--- config.mk ---
export PLATFORM = sky130hd
export DESIGN_NAME = i2c_init_sequencer
export DESIGN_NICKNAME = d
export VERILOG_FILES = /design/src/rtl/i2c_pkg.sv /design/src/rtl/i2c_init_sequencer.sv
export SDC_FILE = /design/constraint.sdc
export NUM_CORES = 1
export LEC_CHECK = 0
export BUFFER_PORTS_ARGS = -buffer_cell sky130_fd_sc_hd__buf_2
export CORE_ASPECT_RATIO = 0.7
export CORE_MARGIN = 5
export CORE_UTILIZATION = 45
export CTS_CLUSTER_SIZE = 40
export DETAILED_ROUTE_END_ITERATION = 7
export MAX_ROUTING_LAYER = met4
export PLACE_DENSITY = 0.7
export SETUP_SLACK_MARGIN = 0.15
export SLEW_MARGIN = 20
export SYNTH_ARGS = -nofsm -noshare
export SYNTH_HDL_FRONTEND = slang
export SYNTH_SLANG_ARGS = --single-unit
--- constraint.sdc ---
create_clock -name clock_100Khz -period 3.2 [get_ports clock_100Khz]
set_clock_uncertainty 0.05 [all_clocks]
set_input_delay 0.32 -clock clock_100Khz [delete_from_list [all_inputs] [get_ports clock_100Khz]]
set_output_delay 0.32 -clock clock_100Khz [all_outputs]
set_load 0.05 [all_outputs]
--- src/rtl/i2c_pkg.sv ---
// ----------------------------------------------------------------------------
// i2c_pkg
// Shared definitions for the I2C register-init sequencer and its init ROM.
//   state_t          : sequencer state encoding (readback states exist in
//                      every build, they are only reachable when the
//                      I2C_READBACK_EN macro is defined)
//   I2C_WRITE/READ   : values driven on the master's i_wr_en input
//   DEFAULT_ADDR_IC  : default 7-bit slave address
//   isLastEntry      : 9-bit index compare so a 256-entry table ends cleanly
// ----------------------------------------------------------------------------
package i2c_pkg;

  typedef enum logic [3:0] {
    ST_IDLE,
    ST_LOAD,
    ST_ISSUE,
    ST_WAIT_W,
    ST_GAP,
    ST_ISSUE_R,
    ST_WAIT_R,
    ST_GAP_R,
    ST_DONE,
    ST_ERROR
  } state_t;

  localparam logic I2C_WRITE = 1'b1;
  localparam logic I2C_READ  = 1'b0;

  localparam logic [6:0] DEFAULT_ADDR_IC = 7'h68;

  // Widen the index to 9 bits before comparing against nEntries-1. With 256
  // entries the last index is 255, and the compare must never wrap to 0.
  function automatic logic isLastEntry(input logic [7:0] idx,
                                       input int unsigned nEntries);
    logic [8:0] lastIdx;
    lastIdx = 9'(nEntries - 1);
    return ({1'b0, idx} == lastIdx);
  endfunction

endpackage

--- src/rtl/i2c_init_sequencer.sv ---
// ----------------------------------------------------------------------------
// i2c_init_sequencer
// Walks a register-init table and issues one I2C write per entry to a fixed
// slave address through the master's i_en_I2C / i_wr_en / o_flag_w handshake.
//
// Parameters: N_ENTRIES (1..256), ADDR_IC, TIMEOUT_CYC, GAP_CYC (>=1)
// Ports:
//   clock_100Khz  in   block clock, shared with the I2C master
//   i_reset       in   synchronous active-high reset
//   i_start       in   start pulse, ignored while busy
//   o_tbl_idx     out  index into the init ROM
//   i_tbl_reg     in   ROM register address at o_tbl_idx
//   i_tbl_data    in   ROM data byte at o_tbl_idx
//   o_addr_ic     out  slave address (constant ADDR_IC)
//   o_addr_reg    out  register address to the master
//   o_data_wr     out  write data to the master
//   o_wr_en       out  1 = write, 0 = read
//   o_en_I2C      out  transaction enable, high for the whole transaction
//   i_flag_w      in   master write-done flag
//   i_flag_r      in   master read-done flag
//   i_data_read   in   master read data
//   o_busy        out  walk in progress
//   o_done        out  sticky walk-complete flag
//   o_error       out  sticky timeout / readback-mismatch flag
//   o_err_idx     out  index of the failing entry while o_error
//
// Build option: define I2C_READBACK_EN to read every register back after it
// is written and flag an error on mismatch. Without it the block is
// write-only.
// ----------------------------------------------------------------------------
module i2c_init_sequencer
  import i2c_pkg::*;
#(
  parameter int unsigned N_ENTRIES   = 8,
  parameter logic [6:0]  ADDR_IC     = DEFAULT_ADDR_IC,
  parameter int unsigned TIMEOUT_CYC = 1000,
  parameter int unsigned GAP_CYC     = 4
) (
  input  logic       clock_100Khz,
  input  logic       i_reset,
  input  logic       i_start,
  output logic [7:0] o_tbl_idx,
  input  logic [7:0] i_tbl_reg,
  input  logic [7:0] i_tbl_data,
  output logic [6:0] o_addr_ic,
  output logic [7:0] o_addr_reg,
  output logic [7:0] o_data_wr,
  output logic       o_wr_en,
  output logic       o_en_I2C,
  input  logic       i_flag_w,
  input  logic       i_flag_r,
  input  logic [7:0] i_data_read,
  output logic       o_busy,
  output logic       o_done,
  output logic       o_error,
  output logic [7:0] o_err_idx
);

  localparam int TW = (TIMEOUT_CYC < 2) ? 1 : $clog2(TIMEOUT_CYC + 1);
  localparam int GW = (GAP_CYC < 2) ? 1 : $clog2(GAP_CYC + 1);

  state_t        state_q;
  logic          enI2c_q;
  logic          wrEn_q;
  logic [7:0]    addrReg_q;
  logic [7:0]    dataWr_q;
  logic [7:0]    tblIdx_q;
  logic          busy_q;
  logic          done_q;
  logic          error_q;
  logic [7:0]    errIdx_q;
  logic [TW-1:0] timeoutCnt_q;
  logic [TW-1:0] timeoutCnt_d;
  logic [GW-1:0] gapCnt_q;
  logic [GW-1:0] gapCnt_d;
  logic          timeoutHit;
  logic          gapHit;
  logic          lastEntry;
  logic          masterIdle;

`ifndef I2C_READBACK_EN
  logic [7:0] unusedDataRead;
  assign unusedDataRead = i_data_read;
`endif

  // Counter increments and their terminal conditions. A counter "hits" on
  // the cycle it would reach its limit, so the waiting state lasts exactly
  // TIMEOUT_CYC (or GAP_CYC) cycles.
  always_comb begin
    timeoutCnt_d = timeoutCnt_q + TW'(1);
    gapCnt_d     = gapCnt_q + GW'(1);
    timeoutHit   = (timeoutCnt_d == TW'(TIMEOUT_CYC));
    gapHit       = (gapCnt_d == GW'(GAP_CYC));
    lastEntry    = isLastEntry(tblIdx_q, N_ENTRIES);
    masterIdle   = !i_flag_w && !i_flag_r;
  end

  // Main sequencer. Every output is a register written here, so nothing the
  // master sees can glitch, and address/data only change in LOAD while
  // o_en_I2C is low. The timeout counter also runs in the issue states so a
  // master stuck with a stale done flag cannot hang the walk.
  always_ff @(posedge clock_100Khz) begin
    if (i_reset) begin
      state_q      <= ST_IDLE;
      enI2c_q      <= 1'b0;
      wrEn_q       <= I2C_WRITE;
      addrReg_q    <= 8'h00;
      dataWr_q     <= 8'h00;
      tblIdx_q     <= 8'h00;
      busy_q       <= 1'b0;
      done_q       <= 1'b0;
      error_q      <= 1'b0;
      errIdx_q     <= 8'h00;
      timeoutCnt_q <= '0;
      gapCnt_q     <= '0;
    end else begin
      case (state_q)
        ST_IDLE: begin
          if (i_start) begin
            tblIdx_q <= 8'h00;
            done_q   <= 1'b0;
            error_q  <= 1'b0;
            busy_q   <= 1'b1;
            state_q  <= ST_LOAD;
          end
        end

        ST_LOAD: begin
          addrReg_q    <= i_tbl_reg;
          dataWr_q     <= i_tbl_data;
          timeoutCnt_q <= '0;
          state_q      <= ST_ISSUE;
        end

        ST_ISSUE: begin
          if (masterIdle) begin
            wrEn_q       <= I2C_WRITE;
            enI2c_q      <= 1'b1;
            timeoutCnt_q <= '0;
            state_q      <= ST_WAIT_W;
          end else if (timeoutHit) begin
            state_q <= ST_ERROR;
          end else begin
            timeoutCnt_q <= timeoutCnt_d;
          end
        end

        ST_WAIT_W: begin
          if (i_flag_w) begin
            enI2c_q  <= 1'b0;
            gapCnt_q <= '0;
            state_q  <= ST_GAP;
          end else if (timeoutHit) begin
            state_q <= ST_ERROR;
          end else begin
            timeoutCnt_q <= timeoutCnt_d;
          end
        end

        ST_GAP: begin
          if (gapHit) begin
            gapCnt_q <= '0;
`ifdef I2C_READBACK_EN
            timeoutCnt_q <= '0;
            state_q      <= ST_ISSUE_R;
`else
            if (lastEntry) begin
              state_q <= ST_DONE;
            end else begin
              tblIdx_q <= tblIdx_q + 8'd1;
              state_q  <= ST_LOAD;
            end
`endif
          end else begin
            gapCnt_q <= gapCnt_d;
          end
        end

`ifdef I2C_READBACK_EN
        ST_ISSUE_R: begin
          if (masterIdle) begin
            wrEn_q       <= I2C_READ;
            enI2c_q      <= 1'b1;
            timeoutCnt_q <= '0;
            state_q      <= ST_WAIT_R;
          end else if (timeoutHit) begin
            state_q <= ST_ERROR;
          end else begin
            timeoutCnt_q <= timeoutCnt_d;
          end
        end

        // A mismatch goes straight to ERROR with the current index still
        // held, which is what o_err_idx reports.
        ST_WAIT_R: begin
          if (i_flag_r) begin
            enI2c_q <= 1'b0;
            if (i_data_read != dataWr_q) begin
              state_q <= ST_ERROR;
            end else begin
              gapCnt_q <= '0;
              state_q  <= ST_GAP_R;
            end
          end else if (timeoutHit) begin
            state_q <= ST_ERROR;
          end else begin
            timeoutCnt_q <= timeoutCnt_d;
          end
        end

        ST_GAP_R: begin
          if (gapHit) begin
            gapCnt_q <= '0;
            if (lastEntry) begin
              state_q <= ST_DONE;
            end else begin
              tblIdx_q <= tblIdx_q + 8'd1;
              state_q  <= ST_LOAD;
            end
          end else begin
            gapCnt_q <= gapCnt_d;
          end
        end
`endif

        ST_DONE: begin
          done_q  <= 1'b1;
          busy_q  <= 1'b0;
          state_q <= ST_IDLE;
        end

        ST_ERROR: begin
          enI2c_q  <= 1'b0;
          error_q  <= 1'b1;
          errIdx_q <= tblIdx_q;
          busy_q   <= 1'b0;
          state_q  <= ST_IDLE;
        end

        default: begin
          state_q <= ST_IDLE;
        end
      endcase
    end
  end

  assign o_tbl_idx  = tblIdx_q;
  assign o_addr_ic  = ADDR_IC;
  assign o_addr_reg = addrReg_q;
  assign o_data_wr  = dataWr_q;
  assign o_wr_en    = wrEn_q;
  assign o_en_I2C   = enI2c_q;
  assign o_busy     = busy_q;
  assign o_done     = done_q;
  assign o_error    = error_q;
  assign o_err_idx  = errIdx_q;

endmodule

==> summary by stage, run 1 <==
Clocking
For the worst-skew pair, the clock arrives at the later sink with an insertion delay of 0.31 ns. The CTS sink count is 53. Buffers inserted during clock tree synthesis total 5. Once the clock tree was built, the resizer swapped 0 gates to a different size.

After clock tree synthesis, the clock-pin slew on the worst setup and hold paths is 0.09 ns. TritonCTS built the clock tree. The cell chosen for the clock root is sky130_fd_sc_hd__clkbuf_8. The H-tree depth is 2.

No sink is reached through more buffers than the 2 on the longest clock path. The hold buffer count at cts is 0. After clock tree synthesis, the setup repair step added 0 buffers.

Die
The initial utilization of the core area, before any placement, comes to 46.6%. The total die area is 7600 um2. The core box area is 5730 um2. The vertical extent of the die is 74.4 um. The die outline width is 102 um. The count of pins on the block boundary is 73. The initialized floorplan defines 23 standard-cell rows.

Power
The internal power of the cells totals 1.12 mW. The clock network fraction of design power is 26.4%. The leakage power figure is 1.21 nW.

Of the total power, combinational logic draws 29.9%. IR analysis of the VDD net gives a maximum drop of 0.342 mV. Power spread over the standard cell area amounts to 593 nW/um2. The switching power is 0.681 mW. The switching share of total power is 37.8%. The share of power burned in registers is 43.7%.

GRT
The residual overflow from global routing is 0. The number of global-route vias before repair was 2343. The global-route wire length before repair is 10600 um. The number of antenna violations at the first check in global routing was 0. The total track usage is 17.8%. The pin count of the biggest net entering global routing is 42.

Synthesis
The synthesized netlist occupies a cell area of 2670 um2. Synthesis inferred 53 register bits. The count of flip-flops with a built-in enable after synthesis is 0.

Counting flops with an async set or reset pin after synthesis yields a share of 0%. For this run, the leading register cell type out of synthesis is sky130_fd_sc_hd__dfxtp_1. The cell count after synthesis came out at 340.

The count of distinct cell types in the synthesized netlist is 57. Yosys printed 0 warnings. Each instance of the synthesized netlist takes up on average 7.85 um2. The share of synthesized area occupied by flip-flops and latches is 39.8%.

Place
The final weighted congestion of routability-driven global placement is 0.838. The placed cell area is 2920 um2. Once detailed placement completed, the half-perimeter wirelength came to 4390 um.

In this run the tool buffered the top-level ports with 56 buffer cells.

Drt
The via density per instance is 5.40. The per-cell routed wire length is 13.5 um. The first detailed-routing pass ran for 4 iterations. The DRC violation count after routing is 0. The post-detailed-route count of antenna-violating nets is 0. For this block, the initial DRC count from the detailed router was 244.

The final routed wirelength across all metal layers is 6190 um. The total via count in the routed design is 2468.

Job
The max-capacitance violation count is 0.

STA
For the pin with the worst max-slew slack, the measured transition is 0.751 ns. Setup repair after global routing left no endpoint under its margin. The max-slew violation count is 0.

The ratio of final minimum period to clock period is 72.3%. The highest clock rate is 432 MHz. Headroom to the max-slew limit came out at 49.9%.

The minimum period implied by the final worst setup slack is 2.31 ns. Setup violations remaining at the end of the flow were counted as 0. The aggregate negative setup slack is 0 ns.

The final hold violation count came to 0.

Worst setup path
The element type at the critical path start is a flip-flop. Data arrives at the worst endpoint at 2.51 ns. The nature of the critical path endpoint is a flip-flop. For the worst setup path, the data required time is 3.39 ns. The critical path class is flip-flop to flip-flop. The biggest fanout along the worst timing path is 10.

Finish
The share of layout cells above drive strength 1 is 20.9%. Leaving out fill and tap cells, the most frequent cells in the layout are sky130_fd_sc_hd__nand2_1 (73), sky130_fd_sc_hd__buf_2 (56), sky130_fd_sc_hd__dfxtp_1 (53). The final core utilization is 53.1%. The finished layout cell area is 3040 um2.

More flip-flops sit in one register than any other, and that register is timeoutCnt_q. From synthesis to final layout, the design area changed by 13.9%. The antenna diode count is 0. The library cell used most frequently in the layout, excluding fill and tap cells, is sky130_fd_sc_hd__nand2_1. The total number of nets in the final design is 414.

The flip-flop count of the largest register, all copies and words added is 10.

Min path
The path class of the lowest-slack min-delay path is input pin to flip-flop.

Run status
The run finished with clean final reports.
synthesized netlist by cell type (all sizes together) (3+ instances only):
cell	instances	area, um2
a211oi	3	27.5
a21oi	46	230
and3	6	40.0
buf	14	101
clkbuf	16	60.1
dfxtp	53	1060
ha	4	50.1
inv	4	15.0
mux2i	4	40.0
nand2	73	274
nand3	6	30.0
nand4	8	50.1
nor2	15	56.3
nor3	18	95.1
o21ai	12	60.1
or2	4	25.0
or3	8	50.1
or4	6	45.0
through the flow:
step                total power [mW]  std cells  hold WS [ns]  worst slack, ns
floorplan                       1.23        346         0.406            0.982
global placement                1.33        449         0.389            0.967
detailed placement              1.34        449         0.393            0.930
CTS                             1.82        457         0.177            0.914
global route                    1.91        457         0.181            0.726
finish                          1.80        457         0.186            0.885
cell families (layout without fill, tap and decap cells):
| kind of cell | after synthesis | in the layout | share of synthesized area (%) |
|---|---|---|---|
| buffers and inverters | 34 | 70 | 6.61 |
| AO/OA/AOI/OAI | 82 | 82 | 19.8 |
| multiplexers | 5 | 5 | 2.06 |
| AND/OR/NAND/NOR | 158 | 158 | 29.0 |
| adder cells (fa/ha/maj) | 4 | 4 | 1.88 |
| other | 2 | 8 | 0.281 |
| flip-flops | 53 | 53 | 39.8 |
| XOR/XNOR | 2 | 2 | 0.656 |
area by class of cell:
type	count	area (um2)
Clock buffer	6	82.6
Tap cell	75	93.8
Fill cell	562	2690
Inverter	4	15.0
Clock inverter	2	37.5
Timing Repair Buffer	58	295
Sequential cell	53	1060
Multi-Input combinational cell	259	1450
critical path: stages, from the launching register on:
cell                        delay [ns]
sky130_fd_sc_hd__dfxtp_1          0.45
sky130_fd_sc_hd__ha_1             0.38
sky130_fd_sc_hd__a21oi_1          0.06
sky130_fd_sc_hd__or4_1            0.47
sky130_fd_sc_hd__a32oi_4          0.45
sky130_fd_sc_hd__o2111ai_1        0.21
sky130_fd_sc_hd__a21oi_1          0.18
worst paths after layout:
kind                    from  slack, ns  cells past startpoint             to
min reg2reg    o_addr_reg[0]       0.41                      2  o_addr_reg[0]
min            i_tbl_data[4]       0.19                      3   o_data_wr[4]
max          timeoutCnt_q[0]       0.89                      6     state_q[1]
max reg2reg  timeoutCnt_q[0]       0.89                      6     state_q[1]
power groups by stage:
stage / combinational (mW) / clock (mW) / sequential, mW
5_1_grt: 0.602 / 0.514 / 0.798
3_5_place_dp: 0.537 / 0 / 0.799
4_1_cts: 0.540 / 0.493 / 0.786
2_1_floorplan: 0.333 / 0 / 0.893
6_report: 0.539 / 0.475 / 0.787
3_3_place_gp: 0.530 / 0 / 0.796
per-layer routing:
metal / GRT usage, % / share of wire, %
met1: 23.6 / 46
met2: 26.6 / 43
met3: 5.90 / 9.3
met4: 3.78 / 0.89
met5: - / 0
No activity file was read; power rests on OpenSTA's default activity.
==> run 2, diff against run 1 <==
PLACE_DENSITY = 0.73   (was 0.7)
clock period = 2.05 ns   (was 3.2 ns; I/O delays follow)
==> run 2 against run 1 <==
Compared with the run above:
- first-iteration DRC count down 24%
- setup slack got worse by 0.77 ns
- sequential power grew 56%
- critical path depth is 1 lower
- sequential share of layout area decreased by 3.0 points
- maximum frequency grew 20%
==> summary by stage, run 2 (same netlist as run 1, synthesis figures left out) <==
Run status
The run finished with clean final reports.

Drt
After detailed routing, the average wire length per cell comes to 14.8 um. The first routing iteration left 186 violations. The via density per instance is 5.48.

Summing over every cut layer, the via total after detailed routing is 2681. The post-detailed-route count of antenna-violating nets is 0. Before antenna repair, the detailed router went through 4 iterations.

The DRC violation count after routing is 0. Summed over all layers, the routed wires come to 7220 um.

Worst setup path
The worst setup path is of the flip-flop to flip-flop kind. The worst setup path is launched from a flip-flop. The biggest fanout along the worst timing path is 4. STA classifies the critical path endpoint as a flip-flop.

The depth of the worst register-to-register path is 5. The critical path data arrival time is 2.12 ns. The worst register-to-register path ends at state_q[0].

The number of buffers and inverters on the critical path is 0. STA puts the critical path data required time at 2.23 ns. The register-to-register path setup slack is 0.12 ns. The delay contributed by the slowest stage of the critical path is 0.39 ns. The startpoint identified for the worst register-to-register timing path is timeoutCnt_q[3].

The slowest stage of the critical path is the sky130_fd_sc_hd__or3b_4 cell. Grouping stages by cell kind, the critical path spends the most delay in simple AND/OR/NAND/NOR gates. The critical path goes through or3b_4 -> mux2_4 -> or2_4 -> or3_4 -> a211oi_2.

Job
The max-capacitance violation count is 0.

Finish
At the end of the flow, the number of nets in the layout was 446. The most common cell after layout, fill and taps aside is sky130_fd_sc_hd__nand2_1. The library cells used most frequently in the layout, excluding fill and tap cells, are sky130_fd_sc_hd__nand2_1 (71), sky130_fd_sc_hd__buf_2 (56), sky130_fd_sc_hd__a21oi_1 (45). The flip-flop count of the largest register, all copies and words added is 10.

The finished layout cell area is 3450 um2. The register with the most flip-flops is timeoutCnt_q. The final core utilization is 60.2%. Relative to the synthesized area, the layout overhead comes to 29.3%.

The share of layout cells above drive strength 1 is 36.7%. The number of antenna diodes in the final layout is 0.

Die
73 I/O pins were placed. The total die area is 7600 um2. The vertical extent of the die is 74.4 um. The core box area is 5730 um2. The die outline width is 102 um. The standard-cell row count is 23. Once the floorplan was initialized, standard cells occupied 46.6% of the core.

STA
Dividing the final minimum period by the clock period gives 94.3%. The max-slew violation count came to 0. At the pin with the least slew margin, the transition time is 0.542 ns.

In the post-route analysis, the smallest setup slack over all paths is 0.116 ns. The final number of setup-violating endpoints is 0. Setup repair after global routing could not meet its margin everywhere. In the final timing run, aggregate negative setup slack is 0 ns. The final hold violation count came to 0. The minimum period implied by the final worst setup slack is 1.93 ns. The highest clock rate is 517 MHz.

Measured against its own limit, the worst slew margin works out to 63.8%.

Min path
The path class of the lowest-slack min-delay path is input pin to flip-flop. The worst hold path terminates at o_data_wr[1]. The start point of the worst hold path is i_tbl_data[1]. The number of stages on the worst hold path is 3.

Clocking
After clock tree synthesis, the clock-pin slew on the worst setup and hold paths is 0.10 ns. The CTS tree is yes. The cell chosen for the clock root is sky130_fd_sc_hd__clkbuf_8. The clock reaches the later pin of the worst-skew pair after 0.32 ns.

The H-tree depth is 2. Counting the buffers created by CTS gives 5. The CTS sink count is 53. The clock passes through at most 2 buffers.

Place
The final weighted congestion of routability-driven global placement is 0.890. The number of input and output port buffers inserted is 56. The placed instances occupy a cell area of 3120 um2. OpenSTA, run right after detailed placement, puts the worst setup slack at 0.0389 ns. The placed wire-length estimate is 4960 um.

GRT
The global-route wire length before repair is 11300 um. Entering global routing, the biggest net connects 30 pins. For this run, the total global-route usage over all layers was measured as 18.9%. The number of global-route vias before repair is 2504. The number of antenna violations at the first check in global routing is 0. The total overflow left after global routing is 0.

Power
The overall power of the completed layout is 2.82 mW. The leakage power figure is 1.43 nW. VDD sags by at most 0.433 mV.

The power density over the cells is 818 nW/um2.
## run 2: changes by cell type in the layout (fill, tap and decap cells not counted), sizes merged
cell    delta
buf       +32
bufinv     -1
inv        +1
## run 2: where the power goes
part           switching, mW  internal (mW)  total [mW]
Sequential             0.104           1.13        1.23
Clock                  0.356          0.242       0.599
Combinational          0.668          0.321       0.989
Total                   1.13           1.69        2.82
## run 2: worst max path at each step
| stage | startpoint | endpoint | slack [ns] | depth (start not counted) |
|---|---|---|---|---|
| finish | timeoutCnt_q[3] | state_q[0] | 0.12 | 5 |
| global route | o_tbl_idx[7] | o_tbl_idx[5] | 0.06 | 6 |
| CTS | o_tbl_idx[7] | o_tbl_idx[1] | 0.13 | 6 |
| detailed placement | timeoutCnt_q[6] | timeoutCnt_q[2] | 0.04 | 6 |
| global placement | o_tbl_idx[7] | o_tbl_idx[5] | 0.08 | 6 |
| floorplan | o_tbl_idx[7] | o_tbl_idx[1] | 0.02 | 6 |
## run 2: metal layers
metal / routed length [um] / GRT usage [%] / share of wire [%] / vias up
li1: - / - / - / 1340
met5: 0 / - / 0 / -
met2: 3270 / 28.8 / 45 / 103
met3: 650 / 5.34 / 9.0 / 8
met4: 55 / 5.68 / 0.76 / 0
met1: 3250 / 24.5 / 45 / 1230
## run 2: layout make-up
cell class                 count  area [um2]
tap                           75        93.8
inverter                       4        15.0
timing repair buffer          90         567
clock buffer                   6        72.6
sequential                    53        1100
multi-input combinational    259        1590
fill                         501        2280
clock inverter                 2        13.8
## run 2: through the flow
stage                     hold WS (ns)  cells
final                           0.0646    489
after floorplan                  0.291    346
after detailed placement         0.393    472
after global routing            0.0735    489
after CTS                       0.0641    486
after global placement           0.388    472
## run 2: repair_timing
action	in CTS	in global routing
setup buffers	5	3
cloned	1	0
pin swaps	4	8
gates resized for setup	24	31
setup endpoints to repair	17	18
hold buffers	0	0
## run 2: worst register-to-register path: stages (launching register included)
cell                       delay, ns
sky130_fd_sc_hd__dfxtp_4        0.37
sky130_fd_sc_hd__or3b_4         0.39
sky130_fd_sc_hd__mux2_4         0.28
sky130_fd_sc_hd__or2_4          0.26
sky130_fd_sc_hd__or3_4          0.34
sky130_fd_sc_hd__a211oi_2       0.16
